**config.mk**
```make
export PLATFORM = sky130hd
export DESIGN_NAME = serial_add_sub
export DESIGN_NICKNAME = d
export VERILOG_FILES = /design/src/rtl/serial_add_sub_pkg.sv /design/src/rtl/serial_add_sub_fa_bit_cell.sv /design/src/rtl/serial_add_sub.sv
export SDC_FILE = /design/constraint.sdc
export NUM_CORES = 1
export LEC_CHECK = 0
export BUFFER_PORTS_ARGS = -buffer_cell sky130_fd_sc_hd__buf_2
export CAP_MARGIN = 25
export CORE_ASPECT_RATIO = 1.1
export CORE_MARGIN = 8
export CORE_UTILIZATION = 40
export DETAILED_ROUTE_END_ITERATION = 6
export GPL_TIMING_DRIVEN = 1
export HOLD_SLACK_MARGIN = 0.1
export PLACE_DENSITY = 0.69
export SLEW_MARGIN = 20
export SYNTH_ARGS = -nofsm -noshare
export SYNTH_HDL_FRONTEND = slang
export SYNTH_SLANG_ARGS = --single-unit
```
**constraint.sdc**
```tcl
create_clock -name clk -period 1.27 [get_ports clk]
set_input_delay 0.0635 -clock clk [delete_from_list [all_inputs] [get_ports clk]]
set_output_delay 0.0635 -clock clk [all_outputs]
set_load 0.01 [all_outputs]
```
**src/rtl/serial_add_sub_pkg.sv**
```systemverilog
// add_sub_pkg: shared mode encodings, FSM state type and default width
// for the bit-serial adder-subtractor.
`default_nettype none

package add_sub_pkg;

   localparam logic MODE_ADD      = 1'b0;
   localparam logic MODE_SUB      = 1'b1;
   localparam int   ADD_SUB_WIDTH = 4;

   typedef enum logic [1:0] {
      IDLE  = 2'd0,
      SHIFT = 2'd1,
      DONE  = 2'd2
   } state_t;

endpackage

`default_nettype wire

```
**src/rtl/serial_add_sub_fa_bit_cell.sv**
```systemverilog
// fa_bit_cell: combinational one-bit full adder used as the serial
// datapath's only arithmetic element.
`default_nettype none

module fa_bit_cell (
   input  logic x,
   input  logic y,
   input  logic cin,
   output logic s,
   output logic cout
);

   assign s    = x ^ y ^ cin;
   assign cout = (x & y) | (x & cin) | (y & cin);

endmodule

`default_nettype wire

```
**src/rtl/serial_add_sub.sv**
```systemverilog
// serial_add_sub: bit-serial WIDTH-bit adder-subtractor, LSB first, with
// start/done handshake. Optional zero flag: SERIAL_ADD_SUB_ZERO_FLAG_EN.
`default_nettype none

module serial_add_sub
   import add_sub_pkg::*;
#(
   parameter int WIDTH = ADD_SUB_WIDTH
) (
   input  logic             clk,
   input  logic             rst_n,
   input  logic             start,
   input  logic             mode,
   input  logic [WIDTH-1:0] a,
   input  logic [WIDTH-1:0] b,
   output logic             busy,
   output logic             done,
   output logic [WIDTH-1:0] result,
   output logic             carry_out,
   output logic             overflow
`ifdef SERIAL_ADD_SUB_ZERO_FLAG_EN
   ,
   output logic             zero
`endif
);

   localparam int CW = $clog2(WIDTH);

   state_t           r_state;
   logic [CW-1:0]    r_count;
   logic [WIDTH-1:0] r_opa;
   logic [WIDTH-1:0] r_opb;
   logic [WIDTH-2:0] r_sr;
   logic [WIDTH-1:0] r_result;
   logic             r_carry;
   logic             r_cout;
   logic             r_ovf;
   logic             w_s;
   logic             w_c;
   logic             w_last;
   logic [WIDTH-1:0] w_res_next;

   fa_bit_cell u_fa (
      .x    (r_opa[0]),
      .y    (r_opb[0]),
      .cin  (r_carry),
      .s    (w_s),
      .cout (w_c)
   );

   // Sum bits enter at the MSB, so after WIDTH shifts bit 0 is at the bottom.
   assign w_res_next = {w_s, r_sr};
   assign w_last     = (r_count == CW'(WIDTH - 1));

   always_ff @(posedge clk) begin
      if (!rst_n) begin
         r_state  <= IDLE;
         r_count  <= '0;
         r_opa    <= '0;
         r_opb    <= '0;
         r_sr     <= '0;
         r_result <= '0;
         r_carry  <= 1'b0;
         r_cout   <= 1'b0;
         r_ovf    <= 1'b0;
      end else begin
         case (r_state)
            IDLE, DONE: begin
               if (start) begin
                  r_opa   <= a;
                  r_opb   <= b ^ {WIDTH{mode}};
                  r_carry <= mode;
                  r_count <= '0;
                  r_state <= SHIFT;
               end else begin
                  r_state <= IDLE;
               end
            end
            SHIFT: begin
               r_sr    <= w_res_next[WIDTH-1:1];
               r_opa   <= r_opa >> 1;
               r_opb   <= r_opb >> 1;
               r_carry <= w_c;
               r_count <= r_count + CW'(1);
               if (w_last) begin
                  // r_carry here is the carry into the MSB.
                  r_result <= w_res_next;
                  r_cout   <= w_c;
                  r_ovf    <= w_c ^ r_carry;
                  r_state  <= DONE;
               end
            end
            default: r_state <= IDLE;
         endcase
      end
   end

`ifdef SERIAL_ADD_SUB_ZERO_FLAG_EN
   logic r_zero;

   always_ff @(posedge clk) begin
      if (!rst_n) begin
         r_zero <= 1'b0;
      end else if (r_state == SHIFT && w_last) begin
         r_zero <= (w_res_next == '0);
      end
   end

   assign zero = r_zero;
`endif

   assign busy      = (r_state == SHIFT);
   assign done      = (r_state == DONE);
   assign result    = r_result;
   assign carry_out = r_cout;
   assign overflow  = r_ovf;

endmodule

`default_nettype wire

```
==> results by group, run 1 <==
Critical path
  – CP endpoint kind: flip-flop
  – Crit path launch type: flip-flop
  – Critical path type: flip-flop to flip-flop
  – CP max FO: 3
  – WP data required: around 1.5 ns
  – Crit path DAT: 1.44 ns

Clock tree
  – Worst-skew pair later-pin latency: ~0.30 ns
  – # clock sinks: 22
  – CTS tree: built
  – Root Buffer: clkbuf_4
  – H-tree levels: 1
  – Clk buf depth: 2
  – Clk slew on worst S/H paths: 0.12 ns
  – CTS Buf Count: 3

Pwr
  – NetSw: about 0.33 mW
  – Sw frac: ~25%
  – Internal: between 0.9 and 1 mW
  – Design Power: 1.33 mW
  – Combinational power share: roughly 15%
  – Sequential power share: between 50% and 60%
  – Peak supply drop: 0.660 mV
  – Clk pwr share: 28.9%
  – Leakage Power: between 0.5 and 0.6 nW
  – Power per standard cell area: roughly 1100 mW/mm2

Routing
  – Vias: about 800
  – Wire per inst: roughly 13 um
  – Initial drt markers: 30
  – Drt drc: 0
  – WL final: 2140 um
  – Final ANT Viol Nets: 0
  – Via-per-instance ratio: 4.97
  – Pre-antenna DRT Iters: 3

Floorplan
  – Die Height: around 70 um
  – Core box area: approximately 0.0024 mm2
  – Die area: between 0.004 and 0.005 mm2
  – Row count: 19
  – # IOs: 20
  – Die W: 63.9 um
  – Initial Utilization: 41.2%

GRT
  – Initial antenna violation count: 0
  – GRT overflow: 0
  – Largest net degree at the start of global routing: 23
  – GRT Util Overall: 9.99%
  – Vias in the first global route: ~820
  – First-pass GRT wire length: ~3500 um

Logic synthesis
  – Synth cell types: 28
  – Post-synth net total: between 100 and 150
  – Post-synthesis sequential area ratio: a little over two fifths
  – Top cell type by total area after synthesis: dfxtp_1
  – Instance count of the mapped netlist: about 110
  – Synth top area share: 43.7%
  – Yosys reg bits: 22
  – Area contributors post-synth: dfxtp_1 (44%), a21boi_1 (7.4%), nand3_1 (6.9%)
  – Ys Warns: 0
  – Syn_area_per_cell: between 9 and 10 um2
  – Mapped Area: ~0.0010 mm2

Cells and area
  – Final net count: about 150
  – Register area: between 400 and 500 um2
  – # diodes: 0
  – Most common cell after layout, fill and taps aside: dfxtp_1
  – Most frequent cells in the layout: dfxtp_1 (20), buf_2 (19), nand3_1 (14), nand2_1 (13), a21boi_1 (10)
  – Area growth syn-to-layout: 22.8%
  – Footprint of the multi-input gates: 504 um2
  – Share of layout cells above drive strength 1: between 30% and 40%
  – # fillers: about 230

STA
  – Post-route minimum period: 1.21 ns
  – Tcrit/Tclk final: between 90% and 100%
  – Setup TNS: 0 ns
  – Worst clock skew: 0.00595 ns
  – Hold WS: between 0.1 and 0.15 ns
  – Final hold vios: 0
  – Final slew viol count: 0
  – RSZ-0062 raised after global routing: no
  – Setup violators final: 0
  – Fmax: roughly 820 MHz
  – Slew headroom: 79.3%
  – Worst-margin pin slew: slightly above 0.3 ns

Run status
  – Outcome: finished clean

Hold path
  – Worst hold path type: input port to flip-flop

Place
  – I/O Buffers: 19
  – Detail Placement HPWL: approximately 1500 um
  – Routability cong.: 0.689

Flow run
  – Maximum Capacitance Violations: 0
-- state kept, by name, summed over array words and instances, names as in the netlist --
signal,flops
overflow,1
r_state,2
result,4
r_count,2
r_opa,4
r_sr,3
r_opb,4
r_carry,1
carry_out,1
-- metal layers --
layer	wire length, um	part of all wire [%]	track usage (%)	vias up
li1	-	-	-	421
met4	0	0	4.18	0
met3	128	6.0	3.55	0
met1	931	44	10.1	378
met2	1080	50	18.6	16
met5	0	0	0	-
-- critical path: stages (launching register included) --
cell     delay (ns)
dfxtp_2        0.36
fa_2           0.42
xor2_1         0.16
nor2_1         0.05
nor3b_1        0.16
-- final timing paths --
kind,from,endpoint,slack (ns),depth (start not counted)
max,r_carry$_SDFFE_PN0P_,overflow$_SDFFE_PN0P_,0.06,4
min,start,r_state[0]$_SDFFE_PN0P_,0.13,4
max reg2reg,r_carry$_SDFFE_PN0P_,overflow$_SDFFE_PN0P_,0.06,4
min reg2reg,r_sr[0]$_SDFFE_PN0P_,r_sr[0]$_SDFFE_PN0P_,0.47,2
-- Yosys cell counts (all sizes together) --
master	n
clkbuf	2
ha	1
nand2b	2
a21oi	1
o21a	1
nor2b	1
nand3	14
and2b	2
a21boi	17
nor3b	1
mux2i	1
nand2	13
nand3b	1
a22oi	7
o21ai	1
and2	1
and3	2
xor2	5
buf	6
fa	1
nor2	2
dfxtp	22
inv	1
-- stage by stage --
stage / instances / util [%] / worst slack, ns / cell area (um2)
6_report: 164 / 50.6 / 0.0574 / 1240
5_1_grt: 164 / 50.6 / 0.00541 / 1240
4_1_cts: 163 / 50.1 / 0.0169 / 1230
3_5_place_dp: 154 / 46.2 / 0.000181 / 1130
3_3_place_gp: 154 / 46.2 / 0.0546 / 1130
2_1_floorplan: 105 / - / 0.0570 / 1010
-- logic make-up after synthesis --
kind of cell    share of synthesized area (%)
flops                                    43.7
xor+xnor                                 4.34
simple gates                             19.2
buf+inv                                  7.44
mux                                     0.993
fa+ha+maj                                3.23
compound gates                           21.1
-- final cells by class --
class / instances / area share, %
Multi-Input combinational cell: 74 / 40.7
Inverter: 1 / 0.909
Timing Repair Buffer: 32 / 16.6
Clock buffer: 4 / 2.93
Sequential cell: 22 / 35.8
Tap cell: 31 / 3.13
-- power groups by stage --
stage	clock (mW)	sequential, mW	combinational (mW)
floorplan	0	0.752	0.142
global placement	0	0.752	0.179
detailed placement	0	0.755	0.185
CTS	0.400	0.742	0.203
global route	0.424	0.746	0.223
finish	0.384	0.743	0.201
-- repair_timing --
item | 4_1_cts | 5_1_grt
hold buffers | 5 | 0
cloned | 0 | 0
buffers inserted | 0 | 1
endpoints found under the setup margin | 2 | 8
gates resized for setup | 3 | 3
pin swaps | 0 | 1
endpoints found under the hold margin | 5 | 0
Note: power is estimated with default switching activity, not from simulation.
==> run 2, diff against run 1 <==
- CORE_MARGIN: 8 -> not set
==> run 2 against run 1 <==
Against the previous run:
- maximum frequency rose by 0.42%
- power decreased by 1.2%
- first-iteration DRC count is 50% lower
- hold slack got worse by 0.011 ns
- sequential share of layout area increased by 0.51 points
- clock-buffer cell count stayed put
- cell count is 1.8% lower
- critical endpoint unchanged
- highest routed layer is now met4
==> results by group, run 2 (same netlist as run 1, synthesis figures left out) <==
Clock tree
  – H-tree levels: 1 (unchanged)
  – Clk slew on worst S/H paths: 0.12 ns (about the same)
  – CTS Buf Count: 3 (unchanged)
  – # clock sinks: 22 (unchanged)
  – Setup bufs post-CTS: 0 (unchanged)
  – Root Buffer: clkbuf_4
  – Worst-skew pair later-pin latency: 0.30 ns (about the same)
  – CTS tree: built
  – Clk buf depth: 2 (unchanged)

Cells and area
  – Final core occ: 52.6% (+2.1 points)
  – Share of layout cells above drive strength 1: 29.0% (-1.8 points)
  – Post-layout instance area: 0.00122 mm2 (-1.4%)
  – # fillers: 221 (-2.2%)
  – Post-Layout Cell Count: 161 (-1.8%)
  – Most frequent cells in the layout: dfxtp_1 (20), buf_2 (19), nand3_1 (14), nand2_1 (13), a21boi_1 (10)
  – Area growth syn-to-layout: 21.1%
  – Most common cell after layout, fill and taps aside: dfxtp_1
  – Final net count: 146 (-1.4%)
  – # diodes: 0 (unchanged)

Floorplan
  – Die area: 0.00273 mm2 (-38%)
  – Die W: 49.9 um (-22%)
  – Die Height: 54.7 um (-20%)
  – Initial Utilization: 43.5% (+2.3 points)
  – # IOs: 20 (unchanged)
  – Core box area: 0.00232 mm2 (-5.3%)
  – Row count: 18 (-1)

STA
  – Final WS setup: 0.0624 ns (+0.00502 ns)
  – Setup TNS: 0 ns (unchanged)
  – Fmax: 828 MHz (+0.42%)
  – Post-route minimum period: 1.21 ns (-0.00502 ns)
  – RSZ-0062 raised after global routing: no
  – Worst clock skew: 0.00418 ns (-0.00177 ns)
  – Final slew viol count: 0 (unchanged)
  – Worst-margin pin slew: 0.320 ns (+0.00944 ns)
  – Hold WS: 0.115 ns (-0.0114 ns)
  – Tcrit/Tclk final: 95.1% (-0.40 points)
  – Setup violators final: 0 (unchanged)
  – Final hold vios: 0 (unchanged)
  – Slew headroom: 78.7% (-0.63 points)

Critical path
  – Top delay family on crit path: adder cells
  – CP max FO: 3 (unchanged)
  – CP endpoint kind: flip-flop
  – Critical path type: flip-flop to flip-flop
  – Crit path launch type: flip-flop
  – Crit path cell chain: fa_2, xor2_1, nor2_1, nor3b_1
  – Crit path DAT: 1.44 ns (about the same)
  – WP data required: 1.50 ns (about the same)
  – WP buf/inv: 0 (unchanged)
  – Crit path max-delay cell type: fa_2
  – Largest stage delay on the critical path: 0.42 ns (about the same)

GRT
  – GRT Util Overall: 16.1% (+6.1 points)
  – GRT overflow: 0 (unchanged)
  – Largest net degree at the start of global routing: 23 (unchanged)
  – First-pass GRT wire length: 3170 um (-9.6%)
  – Vias in the first global route: 773 (-5.2%)
  – Initial antenna violation count: 0 (unchanged)

Hold path
  – Worst hold path type: input port to flip-flop

Pwr
  – Power per standard cell area: 1070 mW/mm2 (+0.26%)
  – Design Power: 1.31 mW (-1.2%)
  – Peak supply drop: 0.857 mV (+30%)
  – Leakage Power: 0.516 nW (-1.7%)

Place
  – Routability cong.: 0.684 (-0.74%)
  – Placed Instances: 152 (-1.3%)
  – Post-placement cell area: 0.00112 mm2 (-0.77%)
  – Pre-CTS WS: 0.000893 ns (+0.000712 ns)
  – I/O Buffers: 19 (unchanged)
  – Detail Placement HPWL: 1300 um (-12%)

Flow run
  – Maximum Capacitance Violations: 0 (unchanged)

Routing
  – Pre-antenna DRT Iters: 4 (+1)
  – Final ANT Viol Nets: 0 (unchanged)
  – Initial drt markers: 15 (-50%)
  – Wire per inst: 11.4 um (-13%)
  – Vias: 806 (-1.1%)
  – Drt drc: 0 (unchanged)
  – Via-per-instance ratio: 5.01 (+0.74%)
  – WL final: 1840 um (-14%)

Run status
  – Outcome: finished clean
-- run 2: layer usage --
layer  wire, um  share of wire (%)  global-route usage [%]  up-vias
met3         59                3.2                    5.83        2
met1        849                 46                    16.5      368
li1           -                  -                       -      419
met4         14               0.76                    5.71        0
met5          0                  0                       0        -
met2        913                 50                    30.4       17
-- run 2: path summary, 6_finish.rpt --
| kind | from | endpoint | slack (ns) | cells past startpoint |
|---|---|---|---|---|
| max | r_carry$_SDFFE_PN0P_ | overflow$_SDFFE_PN0P_ | 0.06 | 4 |
| min | start | r_state[0]$_SDFFE_PN0P_ | 0.12 | 4 |
| max reg2reg | r_carry$_SDFFE_PN0P_ | overflow$_SDFFE_PN0P_ | 0.06 | 4 |
| min reg2reg | r_sr[0]$_SDFFE_PN0P_ | r_sr[0]$_SDFFE_PN0P_ | 0.47 | 2 |
-- run 2: area by class of cell --
| cell class | instances | area, um2 | area share (%) |
|---|---|---|---|
| multi-input combinational | 74 | 503 | 41.2 |
| timing repair buffer | 30 | 190 | 15.6 |
| sequential | 22 | 443 | 36.3 |
| clock buffer | 4 | 36.3 | 2.97 |
| tap | 30 | 37.5 | 3.07 |
| inverter | 1 | 11.3 | 0.922 |
-- run 2: worst register-to-register path, stage by stage, from the launching register on --
cell and delay [ns]:
dfxtp_2 0.35, fa_2 0.42, xor2_1 0.16, nor2_1 0.05, nor3b_1 0.16
-- run 2: timing repair --
item	4_1_cts	5_1_grt
hold buffers	5	0
setup endpoints to repair	2	2
gates resized for setup	2	3
endpoints found under the hold margin	5	0
cloned	0	0
-- run 2: power breakdown --
group          switching (mW)  internal [mW]  total [mW]  leakage, nW
Combinational          0.0970         0.0953       0.192        0.315
Clock                   0.202          0.175       0.376       0.0210
Sequential             0.0213          0.721       0.743        0.180
Total                   0.320          0.992        1.31        0.516
